$ cat src/rtl/mmio_interval_timer_pkg.sv
// Shared definitions for the MMIO interval timer: register map, CTRL bit
// positions and the bus handshake state encoding.
package mmio_timer_defs;

    localparam logic [1:0] REG_CTRL   = 2'd0;
    localparam logic [1:0] REG_LOAD   = 2'd1;
    localparam logic [1:0] REG_COUNT  = 2'd2;
    localparam logic [1:0] REG_STATUS = 2'd3;

    localparam int CTRL_EN   = 0;
    localparam int CTRL_AUTO = 1;
    localparam int CTRL_IE   = 2;

    typedef enum logic {
        IDLE = 1'b0,
        ACK  = 1'b1
    } hs_state_e;

endpackage

$ cat src/rtl/mmio_interval_timer_prescaler.sv
// Tick generator: one-cycle pulse every PRESCALE enabled cycles; the phase is
// held at 0 while disabled so the first tick lands PRESCALE cycles after enable.
module timer_prescaler #(
    parameter int PRESCALE = 625,
    parameter int PSBITS   = 16
) (
    input  logic clock,
    input  logic reset,
    input  logic enable,
    output logic tick
);

    localparam logic [PSBITS-1:0] PS_LAST = PSBITS'(PRESCALE - 1);

    logic [PSBITS-1:0] ps_q, ps_d;

    always_comb begin
        tick = enable && (ps_q == PS_LAST);
        ps_d = '0;
        if (enable && !tick) begin
            ps_d = ps_q + 1'b1;
        end
    end

    always_ff @(posedge clock) begin
        if (reset) begin
            ps_q <= '0;
        end else begin
            ps_q <= ps_d;
        end
    end

endmodule

$ cat src/rtl/mmio_interval_timer.sv
// Memory-mapped 32-bit down-counting interval timer with a Read/Write/Ready
// level handshake and a registered level interrupt.
//
// state | meaning
// IDLE  | waiting for Read or Write; the access is performed on leaving IDLE
// ACK   | Ready high; held until both Read and Write drop
module mmio_interval_timer
    import mmio_timer_defs::*;
#(
    parameter int PRESCALE = 625,
    parameter int PSBITS   = 16
) (
    input  logic        clock,
    input  logic        reset,
    input  logic        Read,
    input  logic        Write,
    input  logic [1:0]  Address,
    input  logic [31:0] DataIn,
    output logic [31:0] DataOut,
    output logic        Ready,
    output logic        Interrupt
);

    hs_state_e   state_q, state_d;
    logic [2:0]  ctrl_q, ctrl_d;
    logic [31:0] load_q, load_d;
    logic [31:0] count_q, count_d;
    logic [31:0] dout_q, dout_d;
    logic        exp_q, exp_d;
    logic        irq_q, irq_d;
    logic        tick;
    logic        accept;
    logic        wr_en;
    logic [31:0] rdata;

    timer_prescaler #(
        .PRESCALE(PRESCALE),
        .PSBITS  (PSBITS)
    ) u_prescaler (
        .clock (clock),
        .reset (reset),
        .enable(ctrl_q[CTRL_EN]),
        .tick  (tick)
    );

    always_comb begin
        state_d = state_q;
        dout_d  = dout_q;
        ctrl_d  = ctrl_q;
        load_d  = load_q;
        count_d = count_q;
        exp_d   = exp_q;
        accept  = 1'b0;
        rdata   = '0;

        case (Address)
            REG_CTRL:  rdata = {29'd0, ctrl_q};
            REG_LOAD:  rdata = load_q;
            REG_COUNT: rdata = count_q;
            default:   rdata = {31'd0, exp_q};
        endcase

        case (state_q)
            IDLE: begin
                if (Read || Write) begin
                    accept  = 1'b1;
                    dout_d  = rdata;
                    state_d = ACK;
                end
            end
            default: begin
                if (!(Read || Write)) begin
                    state_d = IDLE;
                end
            end
        endcase

        wr_en = accept && Write;

        if (tick) begin
            if (count_q != '0) begin
                count_d = count_q - 1'b1;
            end else if (ctrl_q[CTRL_AUTO]) begin
                count_d = load_q;
            end else begin
                ctrl_d[CTRL_EN] = 1'b0;
            end
        end

        // Bus writes override the tick update; EXP set still beats W1C below.
        if (wr_en) begin
            case (Address)
                REG_CTRL:  ctrl_d  = DataIn[2:0];
                REG_LOAD:  load_d  = DataIn;
                REG_COUNT: count_d = DataIn;
                default: begin
                    if (DataIn[0]) begin
                        exp_d = 1'b0;
                    end
                end
            endcase
        end

        if (tick && (count_q == '0)) begin
            exp_d = 1'b1;
        end

        irq_d = exp_q && ctrl_q[CTRL_IE];
    end

    always_ff @(posedge clock) begin
        if (reset) begin
            state_q <= IDLE;
            ctrl_q  <= '0;
            load_q  <= '0;
            count_q <= '0;
            dout_q  <= '0;
            exp_q   <= 1'b0;
            irq_q   <= 1'b0;
        end else begin
            state_q <= state_d;
            ctrl_q  <= ctrl_d;
            load_q  <= load_d;
            count_q <= count_d;
            dout_q  <= dout_d;
            exp_q   <= exp_d;
            irq_q   <= irq_d;
        end
    end

    assign Ready     = (state_q == ACK);
    assign DataOut   = dout_q;
    assign Interrupt = irq_q;

endmodule

$ cat config.mk
export PLATFORM = sky130hd
export DESIGN_NAME = mmio_interval_timer
export DESIGN_NICKNAME = d
export VERILOG_FILES = /design/src/rtl/mmio_interval_timer_pkg.sv /design/src/rtl/mmio_interval_timer_prescaler.sv /design/src/rtl/mmio_interval_timer.sv
export SDC_FILE = /design/constraint.sdc
export NUM_CORES = 1
export LEC_CHECK = 0
export BUFFER_PORTS_ARGS = -buffer_cell sky130_fd_sc_hd__buf_2
export CORE_MARGIN = 5
export CORE_UTILIZATION = 45
export CTS_BUF_LIST = sky130_fd_sc_hd__clkbuf_4 sky130_fd_sc_hd__clkbuf_8 sky130_fd_sc_hd__clkbuf_16
export CTS_CLUSTER_DIAMETER = 60
export DETAILED_ROUTE_END_ITERATION = 8
export PLACE_DENSITY = 0.72
export RECOVER_POWER = 25
export SYNTH_ARGS = -nofsm -noshare
export SYNTH_HDL_FRONTEND = slang
export SYNTH_HIERARCHICAL = 1
export SYNTH_SLANG_ARGS = --single-unit
export TNS_END_PERCENT = 1
$ cat constraint.sdc
create_clock -name clock -period 2.8 [get_ports clock]
set_clock_uncertainty 0.05 [all_clocks]
set_input_delay 0.28 -clock clock [delete_from_list [all_inputs] [get_ports clock]]
set_output_delay 0.28 -clock clock [all_outputs]
set_load 0.02 [all_outputs]
### Word-level counts from Yosys, hierarchy flattened

Index checks and enable logic that the tools add are counted.

* bits of input ports: 38
* bits in registers: 118

* equality and inequality tests: 4
* muxes and demuxes: 17
* reductions and logical operators: 18
* bitwise gates (word level): 2
* add/sub/neg operators: 2

Operators by type and width (count)
* $mux 32: 5
* $pmux 32 s3: 1
* $logic_not 32->1: 1
* $reduce_bool 32->1: 1
* $sub 32x1->32 const B: 1
* $add 16x1->16 const B: 1
* $eq 16x10->1 const B: 1
* $mux 1: 11
* $reduce_and 2->1: 3
* $logic_and 1x1->1: 5
* $reduce_bool 2->1: 2
* $reduce_and 3->1: 1
* $reduce_or 3->1: 1
* $eq 2x1->1 const B: 1
* $eq 2x2->1 const B: 1
* $logic_not 2->1: 1
* $ne 2x1->1 const B: 1
* $not 1->1: 2
* $reduce_or 2->1: 1
* $logic_not 1->1: 1
* $logic_or 1x1->1: 1

### Longest topological paths before layout

* word-level depth: 6
* depth in mapped cells: 12

### Modules after synthesis

The synthesis kept the hierarchy.

By module, submodules not included
* mmio_interval_timer: area an instance 5659.2 um2, instances 1, cells each 712, seq. area each 2042.0 um2
* timer_prescaler: area an instance 782.0 um2, instances 1, cells each 86, seq. area each 320.3 um2

### Worst setup path after synthesis

Ideal clock, no wire load.

* path kind: reg2reg
* start: reg u_prescaler.ps_q[0]
* end: reg count_q[6]
* data required time: 2.616 ns
* setup time: 0.134 ns
* period minus slack after synthesis: 2.275 ns
* buffers on the path: 3
* setup slack: 0.525 ns
* stages on the path, launching flop included: 12
* arrival time: 2.091 ns
* cell sequence: dfxtp_1 -> inv_1 -> ha_1 -> nor4b_1 -> nand4_1 -> nor2_1 -> clkbuf_1 -> inv_1 -> clkbuf_1 -> buf_2 -> a221oi_1 -> nor4_1

* longest elaborated chain between the ends: 5

Ends and longest elaborated chain
* start: declaration: RTL line mmio_interval_timer_prescaler.sv:15 `logic [PSBITS-1:0] ps_q, ps_d;`
* start signal: assignment: RTL line mmio_interval_timer_prescaler.sv:29 `ps_q <= ps_d;`
* $eq 16x10->1 *: RTL line mmio_interval_timer_prescaler.sv:18 `tick = enable && (ps_q == PS_LAST);`
* $logic_and 1x1->1 *: RTL line mmio_interval_timer_prescaler.sv:18
* named net tick: RTL line mmio_interval_timer.sv:31 `logic tick;`
* $mux 32 *: RTL line mmio_interval_timer.sv:80 `if (tick) begin`
* $mux 32: RTL line mmio_interval_timer.sv:92 `case (Address)`
* $mux 32 *: RTL line mmio_interval_timer.sv:91 `if (wr_en) begin`
* end signal: assignment: RTL line mmio_interval_timer.sv:124 `count_q <= count_d;`
* end: declaration: RTL line mmio_interval_timer.sv:27 `logic [31:0] count_q, count_d;`

Mark *: on every way through the listed nets, which the timed path passes. The rest lies on a longest branch.
A chain may end at the register's enable or synchronous reset.

### Worst setup path after layout

* start: reg u_prescaler.ps_q[0]
* end: reg count_q[7]

The elaborated chain is that of the path after synthesis.

==> metrics.cfg <==
[logic_synthesis]
synth_compound_area_frac = 0.226
yosysUniqueCellTypes = 69
synth_area_um2 = 6440
yosysSeqAreaShare = 0.367
synthCells = 798
synth_fa_ha_area_frac = 0.00777
syn_nets = 840
ys.flop_type = dfxtp_1
ys_warn_count = 6
synth_seq_cells = 118
muxShareOfSynthArea = 0.0332
syn_area_per_cell_um2 = 8.07
synth_top_family_by_area = simple AND/OR/NAND/NOR gates
yosys.area_share.xor_xnor = 0.0354
synth-edff-count = 0
synth-simple-area-share = 0.270
synth-async-reset-ratio = 0

[outcome]
violations = max-capacitance violations, max-slew violations
status = finished with violations

[die]
die_x_um = 130
die_area_um2 = 16800
die_h_um = 130
ios = 72
rows = 43
initial_core_util = 0.462
coreArea_um2 = 13900

[timing]
drv_slew = 22
finalCritPeriodShare = 0.925
finalSetupViolations = 0
rsz0062_at_grt = no
worst_slew_margin_rel = -0.00651
fmaxAchievable_mhz = 386
tightestPinTransition_ns = 1.50
period_minus_slack_ns = 2.59
hold_viol = 0
tns_ns = 0

[setup_path]
cp.depth = 11
crit_chain = inv_1 -> ha_1 -> nor4b_1 -> nand4_1 -> nor2_2 -> buf_4 -> nor2_1 -> a311oi_1 -> a21oi_1 -> a311o_1 -> a21oi_1
crit_buf_inv = 2
worstSetupEndpoint = count_q[7]
cpPeakStageDelay_ns = 0.35
r2r-end = count_q[7]
start_kind = flip-flop
worst_path_max_delay_cell = dfxtp_1
critPathKind = reg -> reg
critPathTopFamily = simple AND/OR/NAND/NOR gates
critPathCaptureType = flip-flop
crit_fanout = 19
crit_required_ns = 3.11
cp_common_cell = a21oi_1
r2r-start = u_prescaler/ps_q[0]
reg2regPathDepth = 11
cp.arrival_ns = 2.90
r2r_slack_ns = 0.21
crit_start = u_prescaler/ps_q[0]

[cts]
cts_tree = yes
clock-root-buffer = clkbuf_16
h-tree-depth = 4
cts_resized = 0
clockBufferDepth = 2
worstSkewPairLatency_ns = 0.43
cts.sinks = 118
cts_hold_buffers = 0
numCtsBuffers = 17
postCtsSetupBuffers = 0
clkTransAtPathRegs_ns = 0.05

[finish]
post-route-util = 0.546
antenna_cells = 0
final_cell_area_um2 = 7610
area_growth_pct = 18.2
drive_gt1_frac = 0.166
nNetsFinal = 895

[routing]
drtIter0Drc = 581
detail_route.vias_per_cell = 6.00
drcViolationCount = 0
wl_per_cell_um = 17.7
via_count = 6273
first_pass_iters = 5
totalWireLength_um = 18500
ant_nets = 0

[min_path]
hp-class = in -> reg

[placement]
postPlaceCellArea_um2 = 7050
gp_congestion = 0.923
io_buffers = 71
dpl.hpwl_um = 12600

[global_routing]
grt_first_pass_wirelength_um = 30500
grt-ovfl-total = 0
grt_pass1_vias = 5991
antenna_found_initial = 0
grt_max_degree = 60
gr-usage-all-layers = 0.228

[power_and_ir_drop]
p_total_mw = 5.04
p_leak_nw = 2.62
ir_drop_mv = 0.467
powerDensity_nw_per_um2 = 662

[job]
maxCapViolCount = 1

-- layout by cell type (no fill, tap or decap), types with 15 or more instances in the layout --
master and instances:
nand2_1 84, or3_1 15, clkbuf_16 17, clkbuf_1 34
xnor2_1 18, nor2_1 93, nor3_1 26, inv_1 16
a21oi_1 64, a22oi_1 29, mux2i_1 18, nand4_1 18
dfxtp_1 118, buf_4 37, a211oi_1 43, buf_2 37
nor4_1 22
-- layout make-up --
| class | count | area [um2] |
|---|---|---|
| multi-input combinational | 589 | 3710 |
| clock inverter | 8 | 120 |
| sequential | 118 | 2360 |
| inverter | 16 | 60.1 |
| timing repair buffer | 111 | 636 |
| clock buffer | 24 | 503 |
| fill | 1325 | 6320 |
| tap | 180 | 225 |
-- power by group --
group | total (mW) | internal [mW] | switching, mW
registers | 1.80 | 1.75 | 0.0569
clock network | 2.28 | 1.52 | 0.766
logic | 0.954 | 0.370 | 0.583
total | 5.04 | 3.63 | 1.41
-- synthesized netlist by cell type, drive strengths merged, types with 3 or more instances --
library cell,instances,share of area
dfxtp,118,0.37
nor2,98,0.059
nand2,84,0.049
a21oi,64,0.050
clkbuf,55,0.032
a211oi,47,0.058
a22oi,29,0.034
nor3,29,0.026
nor4,27,0.032
buf,20,0.020
nand4,19,0.019
mux2i,18,0.028
xnor2,18,0.024
inv,16,0.0093
or3,15,0.015
a2111oi,13,0.023
nand3,13,0.012
a31oi,9,0.0087
and2,9,0.0087
o21ai,9,0.0070
or4,8,0.010
xor2,8,0.011
and3,7,0.0068
a221o,5,0.0078
and4,4,0.0054
ha,4,0.0078
nand4b,4,0.0054
nor2b,4,0.0039
nor4b,4,0.0054
o31ai,4,0.0047
a311oi,3,0.0041
nand2b,3,0.0029
o21bai,3,0.0035
-- routing by layer --
layer | vias up | track usage | wire, um
met5 | - | 0 | 0
met4 | 0 | 0.0905 | 435
met3 | 31 | 0.0429 | 1260
met2 | 231 | 0.355 | 8420
met1 | 2941 | 0.312 | 8430
li1 | 3070 | - | -
-- flip-flops by register name, summed over array words and instances (netlist names) --
signal and flops:
DataOut 32, count_q 32, load_q 32, u_prescaler/ps_q 16, ctrl_q 3, Interrupt 1
Ready 1, exp_q 1
-- worst reg2reg max path: stages (launching register included) --
cell and delay (ns):
dfxtp_1 0.35, inv_1 0.07, ha_1 0.17, nor4b_1 0.29, nand4_1 0.23, nor2_2 0.24, buf_4 0.30, nor2_1 0.07
a311oi_1 0.26, a21oi_1 0.07, a311o_1 0.33, a21oi_1 0.11
-- stage by stage --
step | instances | hold slack [ns] | worst slack [ns]
CTS | 1046 | 0.0292 | 0.197
global placement | 1014 | 0.398 | 0.310
floorplan | 798 | 0.338 | 0.525
finish | 1046 | 0.0323 | 0.211
global route | 1046 | 0.0379 | 0.0241
detailed placement | 1014 | 0.405 | 0.261
-- logic make-up (layout without fill, tap and decap cells) --
family | after synthesis | in the layout
DFF | 118 | 118
adders and majority gates | 4 | 4
buffers and inverters | 91 | 159
xor gates and xnor gates | 26 | 26
AOI/OAI and AO/OA | 205 | 205
muxes | 20 | 20
and+or+nand+nor | 334 | 334
-- worst min path at each step --
| stage | slack, ns | endpoint | cells after the start | startpoint |
|---|---|---|---|---|
| 6_report | 0.03 | Ready | 3 | Read |
| 5_1_grt | 0.04 | count_q[9] | 3 | DataIn[9] |
| 4_1_cts | 0.03 | count_q[9] | 3 | DataIn[9] |
| 3_5_place_dp | 0.40 | Interrupt | 2 | exp_q |
| 3_3_place_gp | 0.40 | Interrupt | 2 | exp_q |
| 2_1_floorplan | 0.34 | count_q[0] | 2 | DataIn[0] |
Power figures use the tool's default switching activity.
